`src/rtl/quad_decoder_pkg.sv`:
```
// rtl/quad_decoder_pkg.sv - quadrature phase type, Gray-code phase constants and forward successor.
package qdec_pkg;

  typedef logic [1:0] qphase_t;

  localparam qphase_t PH_00 = 2'b00;
  localparam qphase_t PH_01 = 2'b01;
  localparam qphase_t PH_11 = 2'b11;
  localparam qphase_t PH_10 = 2'b10;

  function automatic qphase_t qdec_next(input qphase_t prev);
    case (prev)
      PH_00:   return PH_01;
      PH_01:   return PH_11;
      PH_11:   return PH_10;
      default: return PH_00;
    endcase
  endfunction

endpackage

```
`src/rtl/quad_decoder_if.sv`:
```
// rtl/quad_decoder_if.sv - quadrature pins in, step/dir/err/err_cnt out; master drives pins, slave is the decoder.
interface quad_decoder_if #(
  parameter int ERR_CNT_W = 8
);

  logic                 a_in;
  logic                 b_in;
  logic                 clr_err;
  logic                 step;
  logic                 dir;
  logic                 err;
  logic [ERR_CNT_W-1:0] err_cnt;

  modport master (output a_in, b_in, clr_err, input step, dir, err, err_cnt);
  modport slave  (input a_in, b_in, clr_err, output step, dir, err, err_cnt);

endinterface

```
`src/rtl/quad_decoder_chan_cond.sv`:
```
// rtl/quad_decoder_chan_cond.sv - per-phase synchroniser plus glitch filter when QDEC_GLITCH_FILTER_EN is defined.
module qdec_chan_cond #(
  parameter int SYNC_STAGES = 2
`ifdef QDEC_GLITCH_FILTER_EN
  ,
  parameter int FILT_LEN    = 4
`endif
) (
  input  logic clk,
  input  logic rst,
  input  logic pin,
  output logic ph,
  output logic valid
);

  logic [SYNC_STAGES-1:0] sync_q, sync_d;
  logic [SYNC_STAGES-1:0] arm_q, arm_d;
  logic                   sync_out;

  // arm_q marches ones alongside the data so valid rises once reset zeros are flushed
  always_comb begin
    sync_d = {sync_q[SYNC_STAGES-2:0], pin};
    arm_d  = {arm_q[SYNC_STAGES-2:0], 1'b1};
  end

  always_ff @(posedge clk or posedge rst) begin
    if (rst) begin
      sync_q <= '0;
      arm_q  <= '0;
    end else begin
      sync_q <= sync_d;
      arm_q  <= arm_d;
    end
  end

  assign sync_out = sync_q[SYNC_STAGES-1];
  assign valid    = arm_q[SYNC_STAGES-1];

`ifdef QDEC_GLITCH_FILTER_EN
  localparam int             CNT_W   = $clog2(FILT_LEN);
  localparam logic [CNT_W-1:0] CNT_MAX = CNT_W'(FILT_LEN - 1);

  logic             filt_q, filt_d;
  logic             primed_q, primed_d;
  logic [CNT_W-1:0] cnt_q, cnt_d;

  // The current sample counts toward the run, so the output moves on the FILT_LEN-th equal sample
  always_comb begin
    filt_d   = filt_q;
    cnt_d    = cnt_q;
    primed_d = primed_q | valid;
    if (!primed_q) begin
      filt_d = sync_out;
      cnt_d  = '0;
    end else if (sync_out == filt_q) begin
      cnt_d = '0;
    end else if (cnt_q == CNT_MAX) begin
      filt_d = sync_out;
      cnt_d  = '0;
    end else begin
      cnt_d = cnt_q + CNT_W'(1);
    end
  end

  always_ff @(posedge clk or posedge rst) begin
    if (rst) begin
      filt_q   <= 1'b0;
      primed_q <= 1'b0;
      cnt_q    <= '0;
    end else begin
      filt_q   <= filt_d;
      primed_q <= primed_d;
      cnt_q    <= cnt_d;
    end
  end

  assign ph = filt_d;
`else
  assign ph = sync_out;
`endif

endmodule

```
`src/rtl/quad_decoder.sv`:
```
// rtl/quad_decoder.sv - quadrature decoder: step/dir pulses, illegal-transition err and saturating err_cnt.
// Optional glitch filter on each phase is enabled by defining QDEC_GLITCH_FILTER_EN.
module quad_decoder #(
  parameter int SYNC_STAGES = 2,
  parameter int FILT_LEN    = 4,
  parameter int ERR_CNT_W   = 8
) (
  input  logic           clk,
  input  logic           rst,
  quad_decoder_if.slave  qif
);

  import qdec_pkg::*;

  if (SYNC_STAGES < 2 || FILT_LEN < 2) begin : g_bad_params
    $error("quad_decoder: SYNC_STAGES and FILT_LEN must be at least 2");
  end

  logic a_ph, b_ph, a_valid, b_valid, cond_valid;

  qdec_chan_cond #(
    .SYNC_STAGES(SYNC_STAGES)
`ifdef QDEC_GLITCH_FILTER_EN
    ,
    .FILT_LEN(FILT_LEN)
`endif
  ) u_cond_a (
    .clk  (clk),
    .rst  (rst),
    .pin  (qif.a_in),
    .ph   (a_ph),
    .valid(a_valid)
  );

  qdec_chan_cond #(
    .SYNC_STAGES(SYNC_STAGES)
`ifdef QDEC_GLITCH_FILTER_EN
    ,
    .FILT_LEN(FILT_LEN)
`endif
  ) u_cond_b (
    .clk  (clk),
    .rst  (rst),
    .pin  (qif.b_in),
    .ph   (b_ph),
    .valid(b_valid)
  );

  qphase_t              ab_s;
  qphase_t              prev_ab_q, prev_ab_d;
  logic                 init_done_q, init_done_d;
  logic                 step_q, step_d;
  logic                 dir_q, dir_d;
  logic                 err_q, err_d;
  logic [ERR_CNT_W-1:0] err_cnt_q, err_cnt_d;

  assign ab_s       = {a_ph, b_ph};
  assign cond_valid = a_valid & b_valid;

  // The init cycle waits for the conditioners to flush their reset zeros, so a pin
  // level already present at reset release is never mistaken for an edge.
  always_comb begin
    prev_ab_d   = prev_ab_q;
    init_done_d = init_done_q;
    step_d      = 1'b0;
    dir_d       = dir_q;
    err_d       = 1'b0;
    err_cnt_d   = err_cnt_q;
    if (cond_valid) begin
      prev_ab_d   = ab_s;
      init_done_d = 1'b1;
      if (init_done_q) begin
        if (ab_s == qdec_next(prev_ab_q)) begin
          step_d = 1'b1;
          dir_d  = 1'b0;
        end else if (qdec_next(ab_s) == prev_ab_q) begin
          step_d = 1'b1;
          dir_d  = 1'b1;
        end else if (ab_s != prev_ab_q) begin
          err_d = 1'b1;
          if (err_cnt_q != '1) begin
            err_cnt_d = err_cnt_q + ERR_CNT_W'(1);
          end
        end
      end
    end
    if (qif.clr_err) begin
      err_cnt_d = '0;
    end
  end

  always_ff @(posedge clk or posedge rst) begin
    if (rst) begin
      prev_ab_q   <= PH_00;
      init_done_q <= 1'b0;
      step_q      <= 1'b0;
      dir_q       <= 1'b0;
      err_q       <= 1'b0;
      err_cnt_q   <= '0;
    end else begin
      prev_ab_q   <= prev_ab_d;
      init_done_q <= init_done_d;
      step_q      <= step_d;
      dir_q       <= dir_d;
      err_q       <= err_d;
      err_cnt_q   <= err_cnt_d;
    end
  end

  assign qif.step    = step_q;
  assign qif.dir     = dir_q;
  assign qif.err     = err_q;
  assign qif.err_cnt = err_cnt_q;

endmodule

```
`src/flat_wrapper.sv`:
```
// flat-port wrapper written by rule: the top's interface ports become plain ports
module quad_decoder_flat import qdec_pkg::*;
#(
  parameter int SYNC_STAGES = 2,
  parameter int FILT_LEN    = 4,
  parameter int ERR_CNT_W   = 8
)
  (clk, rst, qif_a_in, qif_b_in, qif_clr_err, qif_step, qif_dir, qif_err, qif_err_cnt);
  quad_decoder_if #(.ERR_CNT_W(ERR_CNT_W)) qif_i ();
  input  logic clk;
  input  logic rst;
  input wire logic [$bits(qif_i.a_in)-1:0] qif_a_in;
  input wire logic [$bits(qif_i.b_in)-1:0] qif_b_in;
  input wire logic [$bits(qif_i.clr_err)-1:0] qif_clr_err;
  output wire logic [$bits(qif_i.step)-1:0] qif_step;
  output wire logic [$bits(qif_i.dir)-1:0] qif_dir;
  output wire logic [$bits(qif_i.err)-1:0] qif_err;
  output wire logic [$bits(qif_i.err_cnt)-1:0] qif_err_cnt;
  assign qif_i.a_in = qif_a_in;
  assign qif_i.b_in = qif_b_in;
  assign qif_i.clr_err = qif_clr_err;
  assign qif_step = qif_i.step;
  assign qif_dir = qif_i.dir;
  assign qif_err = qif_i.err;
  assign qif_err_cnt = qif_i.err_cnt;
  quad_decoder #(.SYNC_STAGES(SYNC_STAGES), .FILT_LEN(FILT_LEN), .ERR_CNT_W(ERR_CNT_W)) u_core (.clk(clk), .rst(rst), .qif(qif_i));
endmodule
```
`config.mk`:
```
export PLATFORM = sky130hd
export DESIGN_NAME = quad_decoder_flat
export DESIGN_NICKNAME = d
export VERILOG_FILES = /design/src/rtl/quad_decoder_pkg.sv /design/src/rtl/quad_decoder_if.sv /design/src/rtl/quad_decoder_chan_cond.sv /design/src/rtl/quad_decoder.sv /design/src/flat_wrapper.sv
export SDC_FILE = /design/constraint.sdc
export NUM_CORES = 1
export LEC_CHECK = 0
export CAP_MARGIN = 20
export CORE_ASPECT_RATIO = 1.1
export CORE_MARGIN = 4
export CORE_UTILIZATION = 49
export CTS_CLUSTER_SIZE = 28
export DETAILED_ROUTE_END_ITERATION = 12
export HOLD_SLACK_MARGIN = 0.08
export PLACE_DENSITY = 0.75
export SLEW_MARGIN = 20
export SYNTH_ARGS = -nofsm -noshare
export SYNTH_HDL_FRONTEND = slang
export SYNTH_SLANG_ARGS = --single-unit
```
`constraint.sdc`:
```
create_clock -name clk -period 2.16 [get_ports clk]
set_input_delay 0.648 -clock clk [delete_from_list [all_inputs] [get_ports clk]]
set_output_delay 0.648 -clock clk [all_outputs]
set_load 0.005 [all_outputs]
```
Word level (Yosys, flattened, before mapping). Cells that the tools add are included.

$add $sub $neg: 1. Equal/unequal tests: 10. Muxes and demuxes: 25. Bitwise logic cells: 1. Reductions and logical operators: 9.

Operator list (count): $mux W8 (7); $pmux W2 S3 (2); $mux W1 (11); $mux W2 (5); $reduce_bool A2 Y1 (5); $add A8 B1 Y8 const B (1); $ne A8 B8 Y1 const B (1); $reduce_and A6 Y1 (1); $eq A2 B1 Y1 const B (2); $eq A2 B2 Y1 (2); $eq A2 B2 Y1 const B (2); $logic_not A2 Y1 (2); $ne A2 B2 Y1 const B (2); $reduce_and A3 Y1 (1); $ne A2 B2 Y1 (1); $and A1 B1 Y1 (1).

Register bits: 22. Input port bits: 5. Output and inout port bits: 11. Word-level logic and storage cells: 56.

Logic depth before layout (Yosys ltp). Gate-level depths: netlist of the first run.

Word-level depth: 14. Depth in mapped cells: 6. Mapped depth without buffers: 5.

Cells and area by module. Synthesis of the first run repeated with hierarchy kept, for this count alone.

Cell total of the unflattened synthesis: 84. Area total of the unflattened synthesis: 927.1 um2.

Modules (own cells, without submodules): quad_decoder (instances 1, cells an instance 72, area an instance 711.9 um2, seq. area each 350.3 um2); qdec_chan_cond (instances 2, cells an instance 6, area an instance 107.6 um2, seq. area each 100.1 um2).

Least setup slack after synthesis of the first run. OpenSTA, ideal clock, no wires.

Path kind: register to register. From: reg u_core.prev_ab_q[0]. To: reg u_core.err_cnt_q[4], in the netlist u_core.qif.err_cnt[4]. Library setup time: 78 ps. Arrival time: 1623 ps. Required time: 2082 ps. Path slack: 460 ps. Stages on the path, launching flop included: 6. Path buffers: 1. Period minus slack after synthesis: 1700 ps. Cells stage by stage: dfrtp_1 -> xnor2_1 -> or3_1 -> buf_2 -> or4_1 -> a21oi_1.

Cells in the longest elaborated chain, start to end: 7. Elaborated cells between the ends (all ways): 13. Classes of those cells: eq/ne (7); mux (3); reduce/logical (3).

Ends and longest elaborated chain: start: declaration (RTL line quad_decoder.sv:50) `qphase_t prev_ab_q, prev_ab_d;`; start signal: assignment (RTL line quad_decoder.sv:101) `prev_ab_q <= prev_ab_d;`; $eq A2 B2 Y1, or another cell as far along (RTL line quad_decoder_pkg.sv:12) `case (prev)`; $pmux W2 S3 (RTL line quad_decoder_pkg.sv:12); $mux W2 (RTL line quad_decoder.sv:72) `if (init_done_q) begin`; $mux W2 (RTL line quad_decoder.sv:69) `if (cond_valid) begin`; $eq A2 B2 Y1 (RTL line quad_decoder.sv:73) `if (ab_s == qdec_next(prev_ab_q)) begin`; $ne A2 B2 Y1 (no line); $reduce_and A6 Y1 (no line) *; end signal: assignment (RTL line quad_decoder.sv:106) `err_cnt_q <= err_cnt_d;`; end: declaration (RTL line quad_decoder.sv:55) `logic [ERR_CNT_W-1:0] err_cnt_q, err_cnt_d;`.

Mark *: on every way between the ends. The rest lies on a longest branch, timed or not. The select of a mux whose other input is x is not followed. A chain may end at the register's enable or synchronous reset.

Worst setup path in the final report of the first run.
From: reg u_core.u_cond_b.sync_q[1]. To: reg u_core.err_cnt_q[4], in the netlist u_core.qif.err_cnt[4].

Cells in the longest elaborated chain, start to end: 8. Elaborated cells between the ends (all ways): 14. Classes of those cells: eq/ne (7); mux (4); reduce/logical (3).

Ends and longest elaborated chain: start: declaration (RTL line quad_decoder_chan_cond.sv:16) `logic [SYNC_STAGES-1:0] sync_q, sync_d;`; start signal: assignment (RTL line quad_decoder_chan_cond.sv:31) `sync_q <= sync_d;`; $eq A2 B2 Y1, or another cell as far along (RTL line quad_decoder_pkg.sv:12); $pmux W2 S3 (RTL line quad_decoder_pkg.sv:12); $mux W2 (RTL line quad_decoder.sv:73); $mux W2 (RTL line quad_decoder.sv:72); $mux W2 (RTL line quad_decoder.sv:69); $eq A2 B2 Y1 (RTL line quad_decoder.sv:76) `end else if (qdec_next(ab_s) == prev_ab_q) begin`; $ne A2 B2 Y1 (no line); $reduce_and A6 Y1 (no line) *.

Marks and branches as above.

==> results of run 1 <==
[worst paths after layout]
kind | slack [ns] | endpoint | startpoint
worst max-delay path | 0.21 | u_core.qif.err_cnt[4] | u_core.u_cond_b.sync_q[1]
worst min-delay path | 0.36 | u_core.u_cond_a.sync_q[1] | u_core.u_cond_a.sync_q[0]
worst max register to register | 0.21 | u_core.qif.err_cnt[4] | u_core.u_cond_b.sync_q[1]
worst min register to register | 0.36 | u_core.u_cond_a.sync_q[1] | u_core.u_cond_a.sync_q[0]
max in group asynchronous | 1.29 | u_core.qif.err_cnt[4] | rst
min in group asynchronous | 0.66 | u_core.u_cond_a.sync_q[0] | rst
[critical path, stage by stage (launching register included)]
cell and delay, ns:
dfrtp_1 0.43, xnor2_1 0.13, or3_1 0.58, or4_1 0.59, a21oi_1 0.15
[kinds of logic (layout without fill, tap and decap cells)]
logic type,Yosys count,after routing
simple gates,22,22
flops,20,20
compound gates,18,18
xor+xnor,5,5
buf+inv,5,22
mux,3,3
fa+ha+maj,1,1
other cells,1,1
[flip-flops by register name, indices dropped and copies added, names as in the netlist]
name and count:
u_core.init_done_q 1, u_core.qif.err_cnt 8, u_core.u_cond_a.sync_q 2, u_core.u_cond_a.arm_q 2, u_core.u_cond_b.sync_q 2, u_core.qif.dir 1, u_core.prev_ab_q 2, u_core.qif.err 1
u_core.qif.step 1
[where the power goes]
group | leakage [nW] | total, mW | switching (mW) | internal, mW
Combinational | 0.149 | 0.0877 | 0.0373 | 0.0504
Sequential | 0.250 | 0.412 | 0.0164 | 0.396
Clock | 0.0279 | 0.295 | 0.108 | 0.187
[metal layers]
layer  track usage  wire, µm
met5             0         0
met4        0.0538        25
met3        0.0208        88
met2         0.220       714
met1         0.190       654
[layout make-up]
type	instances	share of cell area
clock buffers	3	0.0212
clock inverters	1	0.0282
inverters	2	0.00705
multi-input cells	50	0.306
flip-flops and latches	20	0.470
well taps	17	0.0200
repair buffers	16	0.148
[placed cells by master (no fill, tap or decap), types with 3 or more instances in the layout]
cell type,n
dfrtp_1,20
nand3_1,4
o31ai_1,3
or3_1,3
nor2_1,3
nand2_1,3
or4_1,4
o21ai_0,3
xnor2_1,5
clkdlybuf4s50_1,15
a21oi_1,7
clkbuf_4,3
[metrics by stage]
stage / utilization / cells / worst slack (ns)
after floorplan: - / 75 / 0.460
after global placement: 0.627 / 105 / 0.315
after detailed placement: 0.627 / 105 / 0.271
after CTS: 0.660 / 109 / 0.205
after global routing: 0.660 / 109 / 0.118
final: 0.660 / 109 / 0.213
==> summary.md, run 1 <==
| Metric | Value |
|---|---|
| Root buffer cell | `clkbuf_4` |
| N_diodes | `0` |
| Area taken by multi-input logic gates | `325 µm²` |
| Dominant synthesized flop cell | `dfrtp_1` |
| Pwr Density | `747 mW/mm²` |
| Routability Congestion | `0.761` |
| DR iter-0 viols | `10` |
| Final Power | `0.795 mW` |
| # rows | `15` |
| MaxCap Viol Count | `0` |
| Fin nets | `99` |
| Post-CTS Hold Buffers | `0` |
| Synthesized netlist net count | `81` |
| Status | `finished, final reports clean` |
| Clock Sinks | `20` |
| Post-Route WL | `1480 µm` |
| Fin crit share | `0.901` |
| Clock Latency Late Sink | `0.29 ns` |
| Fmax | `514 MHz` |
| Post-CTS setup buffer count | `0` |
| Remaining Overflow, GRT | `0` |
| Clock Skew | `0.00505 ns` |
| Register bit total from synthesis | `20` |
| DIE AREA | `0.00247 mm²` |
| Setup TNS | `0 ns` |
| Sequential share of the synthesized area | `0.587` |
| Vias per cell | `5.59` |
| CP Capture Type | `register` |
| Yosys warning total | `0` |
| Synth Area in XOR/XNOR | `0.0513` |
| Dpl cell area | `0.00101 mm²` |
| Simple-Gate Fraction of Synth Area | `0.148` |
| Crit Path Category | `register to register` |
| Worst ir drop on vdd | `0.424 mV` |
| Syn Inst Count | `75` |
| Cts repair resizes | `0` |
| Critical path peak fanout | `16` |
| Synth unique cells | `27` |
| Top cell type's share of synthesized area | `0.587` |
| CTS tree | `built` |
| Fin. Hold Viols | `0` |
| Filler cell count | `129` |
| Worst EP required | `2.38 ns` |
| Largest net degree at the start of global routing | `21` |
| Largest family of logic cells by synthesized area | `simple AND/OR/NAND/NOR gates` |
| Leakage Power | `0.427 nW` |
| RSZ-0062 raised after global routing | `false` |
| Clock slew at reported path FFs | `0.11 ns` |
| Port bufs | `15` |
| Global-route wire length before repair | `2550 µm` |
| Die height | `51.8 µm` |
| Final antenna-violating net count | `0` |
| Max Slew Vio Count | `0` |
| Wire per inst | `13.6 µm` |
| Finish-stage setup viols | `0` |
| Worst Hold Class | `register to register` |
| Vias in the first global route | `586` |
| Critical path arrival | `2.16 ns` |
| Num CTS Buffers | `3` |
| Hold depth | `0` |
| Post-synth EDFFs | `0` |
| Max Root-Sink Buffers | `2` |
| Synthesized-area fraction occupied by adder cells | `0.0147` |
| Post-route cell area | `0.00106 mm²` |
| Initial antenna violation count | `0` |
| GRT Util Overall | `0.140` |
| Most common cell in the netlist | `dfrtp_1` |
| Die span in x | `47.8 µm` |
| DP Wirelength | `1030 µm` |
| Cell area after synthesis | `853 µm²` |
| Synth top area cells | `dfrtp_1 59%, xnor2_1 5.1%, a21oi_1 4.1%` |
| FF/Latch Area | `500 µm²` |
| Num ports | `16` |
| Startpoint types | `register` |
| Syn-to-layout area delta | `24.8%` |
| Share of flip-flops with an asynchronous set or reset | `1.00` |
| Most frequent cells after synthesis | `20 x dfrtp_1, 7 x a21oi_1, 5 x xnor2_1` |
| DR DRC count | `0` |
| First-pass DRT Iterations | `4` |
| Post-layout minimum cycle time | `1.95 ns` |
| Avg Cell Area, Syn | `11.4 µm²` |
| # H-tree levels | `1` |
| Compound-cell area share of the yosys netlist | `0.123` |
| Initial Utilization | `0.529` |
| Mux cell area share after synthesis | `0.0396` |
| Fraction of layout cells with a size suffix above 1 | `0.0870` |
| Cells on worst reg2reg path | `4` |
| Worst hold slack | `0.358 ns` |
| Largest area contributor in the netlist | `dfrtp_1` |
| DR vias | `609` |
| Core Area | `0.00161 mm²` |
Note: power is estimated with default switching activity, not from simulation.
==> run 2: changes to the inputs <==
ABC_AREA = 1   (was unset)
CORE_UTILIZATION = 51   (was 49)
RECOVER_POWER = 100   (was unset)
==> run 2 against run 1 <==
Combinational power rose by 4.4%. Synthesized cell count rose by 60%. Sequential power barely moved. Maximum frequency fell by 4.7%. Core utilization rose by 1.4 points. Clock skew fell by 0.0030 ns. Global-route usage rose by 2.3 points. Flip-flop and latch count did not move. Cell count rose by 52%. Via count rose by 34%. Wire length rose by 25%. Power rose by 1.6%. Critical path type is now register to output port. Largest cell class unchanged.
==> summary.md, run 2 <==
| Metric | Value |
|---|---|
| Vias per cell | `4.93 (-12%)` |
| Die height | `54.8 µm (+5.8%)` |
| CP Capture Type | `output port` |
| Crit Path Category | `register to output port` |
| Clock slew at reported path FFs | `0.11 ns (about the same)` |
| Largest net degree at the start of global routing | `21 (unchanged)` |
| Largest register FFs | `8 (unchanged)` |
| Cts repair resizes | `0 (unchanged)` |
| Clock Skew | `0.00204 ns (-0.00301 ns)` |
| GRT Util Overall | `0.164 (+0.0235)` |
| Most common cell in the netlist | `nand2_1` |
| R2r setup slk | `0.68 ns (+0.47 ns)` |
| Setup TNS | `0 ns (unchanged)` |
| Port bufs | `15 (unchanged)` |
| Sw Pwr | `0.184 mW (+14%)` |
| Post-synth EDFFs | `0 (unchanged)` |
| Sw Share | `0.227 (+0.0240)` |
| Global-route wire length before repair | `3370 µm (+32%)` |
| Crit path cell chain | `dlygate4sd3_1` |
| Clock Latency Late Sink | `0.30 ns (about the same)` |
| Initial Utilization | `0.550 (+0.0216)` |
| Post-route cell area | `0.00124 mm² (+17%)` |
| Cell area after synthesis | `0.00101 mm² (+19%)` |
| Avg Cell Area, Syn | `8.45 µm² (-26%)` |
| Yosys warning total | `0 (unchanged)` |
| Num ports | `16 (unchanged)` |
| Worst EP required | `1.51 ns (-0.87 ns)` |
| Post-CTS Hold Buffers | `0 (unchanged)` |
| Max transition margin | `0.324` |
| Die span in x | `50.5 µm (+5.7%)` |
| Critical path peak fanout | `7 (-9)` |
| Synthesized netlist net count | `126 (+56%)` |
| Top delay family on crit path | `buffers and inverters` |
| Register bit total from synthesis | `20 (unchanged)` |
| Hold depth | `0 (unchanged)` |
| Critical path arrival | `1.40 ns (-0.76 ns)` |
| Worst hold endpoint | `u_core.u_cond_a.sync_q[1]` |
| Fraction of layout cells with a size suffix above 1 | `0.108 (+0.0210)` |
| Status | `finished, final reports clean` |
| Commonest non-fill, non-tap cells in the layout | `38 x nand2_1, 20 x dfrtp_1, 16 x nand3_1` |
| Synth unique cells | `20 (-26%)` |
| Num CTS Buffers | `3 (unchanged)` |
| Final antenna-violating net count | `0 (unchanged)` |
| Most common cell after layout, fill and taps aside | `nand2_1` |
| Cell-internal power | `0.624 mW (-1.5%)` |
| Root buffer cell | `clkbuf_4` |
| Syn Inst Count | `120 (+60%)` |
| Top cell type's share of synthesized area | `0.494 (-0.0927)` |
| Share of flip-flops with an asynchronous set or reset | `1.00 (unchanged)` |
| CTS tree | `built` |
| MaxCap Viol Count | `0 (unchanged)` |
| Worst ir drop on vdd | `0.491 mV (+16%)` |
| Post-layout minimum cycle time | `2.04 ns (+0.0968 ns)` |
| Max incr delay on CP | `0.61 ns (+0.02 ns)` |
| Worst Hold Class | `register to register` |
| First-pass DRT Iterations | `4 (unchanged)` |
| Pwr Density | `651 mW/mm² (-13%)` |
| Leakage Power | `0.628 nW (+47%)` |
| Routability Congestion | `0.948 (+25%)` |
| Post-CTS setup buffer count | `0 (unchanged)` |
| Worst path bufs/invs | `1 (+1)` |
| Fmax | `489 MHz (-4.7%)` |
| Combinational Power Share | `0.113 (+0.003)` |
| Worst-margin pin slew | `1.01 ns` |
| RSZ-0062 raised after global routing | `false` |
| FF-to-FF End | `u_core.qif.err_cnt[6]` |
| Fin nets | `146 (+47%)` |
| Worst path slowest cell | `dlygate4sd3_1` |
| Synth top area cells | `dfrtp_1 49%, nand2_1 14%, nand3_1 7.9%` |
| Clock Sinks | `20 (unchanged)` |
| Final Util | `0.674 (+0.0142)` |
| DP Wirelength | `1380 µm (+34%)` |
| Startpoint types | `register` |
| Most frequent cells after synthesis | `37 x nand2_1, 20 x dfrtp_1, 16 x nand3_1` |
| Post-Route WL | `1860 µm (+25%)` |
| Largest area contributor in the netlist | `dfrtp_1` |
| Syn-to-layout area delta | `22.5%` |
| Cells on worst reg2reg path | `8 (+4)` |
| Flop pwr share | `0.508 (-0.011)` |
| DR vias | `819 (+34%)` |
| Fin. Hold Viols | `0 (unchanged)` |
| DR DRC count | `0 (unchanged)` |
| Reg2reg start | `u_core.qif.err_cnt[0]` |
| Max Root-Sink Buffers | `2 (unchanged)` |
| Sequential share of the synthesized area | `0.494 (-0.0927)` |
| Clock share of power | `0.378 (+0.007)` |
| Fin crit share | `0.946 (+0.0448)` |
| # H-tree levels | `1 (unchanged)` |
| Remaining Overflow, GRT | `0 (unchanged)` |
| Worst hold slack | `0.361 ns (+0.00282 ns)` |
| # rows | `16 (+1)` |
| Final Power | `0.808 mW (+1.6%)` |
| Finish-stage setup viols | `0 (unchanged)` |
| N_diodes | `0 (unchanged)` |
| Vias in the first global route | `818 (+40%)` |
| Dominant synthesized flop cell | `dfrtp_1` |
| Core Area | `0.00184 mm² (+14%)` |
| DR iter-0 viols | `36 (+26)` |
| DIE AREA | `0.00277 mm² (+12%)` |
| Max Slew Vio Count | `0 (unchanged)` |
| Initial antenna violation count | `0 (unchanged)` |
| Hold Startpoint | `u_core.u_cond_a.sync_q[0]` |
| Wire per inst | `11.2 µm (-18%)` |
| Dpl cell area | `0.00120 mm² (+19%)` |
[run 2: changes by cell type after synthesis, sizes merged, moves of 7 or more]
| cell | previous run | this run |
|---|---|---|
| nand3 | 4 | 17 |
| inv | 2 | 12 |
| a21oi | 7 | 0 |
| nand2 | 3 | 41 |
| nor2 | 3 | 15 |
[run 2: logic make-up after synthesis]
logic type	share of synthesized area
AOI/OAI and AO/OA	0.0197
xor gates and xnor gates	0.0605
other	0.00370
and+or+nand+nor	0.349
muxes	0.0111
DFF	0.494
adders and majority gates	0.0123
buffers and inverters	0.0494
[run 2: layer usage]
| layer | wire length (µm) | share of wire | GRT usage |
|---|---|---|---|
| met5 | 0 | 0 | 0 |
| met4 | 21 | 0.011 | 0.0807 |
| met3 | 104 | 0.056 | 0.0354 |
| met2 | 861 | 0.46 | 0.272 |
| met1 | 872 | 0.47 | 0.205 |
[run 2: power by group through the flow]
| stage | Sequential (mW) | Clock [mW] | Combinational, mW |
|---|---|---|---|
| after global placement | 0.418 | 0 | 0.0973 |
| after CTS | 0.411 | 0.310 | 0.102 |
| after global routing | 0.414 | 0.326 | 0.104 |
| after floorplan | 0.418 | 0 | 0.0578 |
| final | 0.411 | 0.306 | 0.0916 |
| after detailed placement | 0.419 | 0 | 0.101 |
[run 2: final cells by class]
cell class	instances	area (µm²)
Fill cell	171	601
Tap cell	27	33.8
Multi-Input combinational cell	87	455
Inverter	12	45.0
Clock inverter	1	30.0
Timing Repair Buffer	16	154
Clock buffer	3	22.5
Sequential cell	20	500
[run 2: worst max path at each step]
stage          cells past startpoint  slack (ns)                   from               endpoint
6_report                           1        0.12  u_core.qif.err_cnt[5]         qif_err_cnt[5]
2_1_floorplan                      8        0.89  u_core.qif.err_cnt[0]  u_core.qif.err_cnt[7]
3_3_place_gp                       5        0.39            qif_clr_err  u_core.qif.err_cnt[5]
3_5_place_dp                       5        0.33            qif_clr_err  u_core.qif.err_cnt[6]
5_1_grt                            1        0.06  u_core.qif.err_cnt[5]         qif_err_cnt[5]
4_1_cts                            1        0.14  u_core.qif.err_cnt[2]         qif_err_cnt[2]
[run 2: per-stage QoR]
step | worst slack (ns) | std cells
after global routing | 0.0607 | 166
after floorplan | 0.888 | 120
after CTS | 0.142 | 166
final | 0.116 | 166
after detailed placement | 0.335 | 162
after global placement | 0.391 | 162
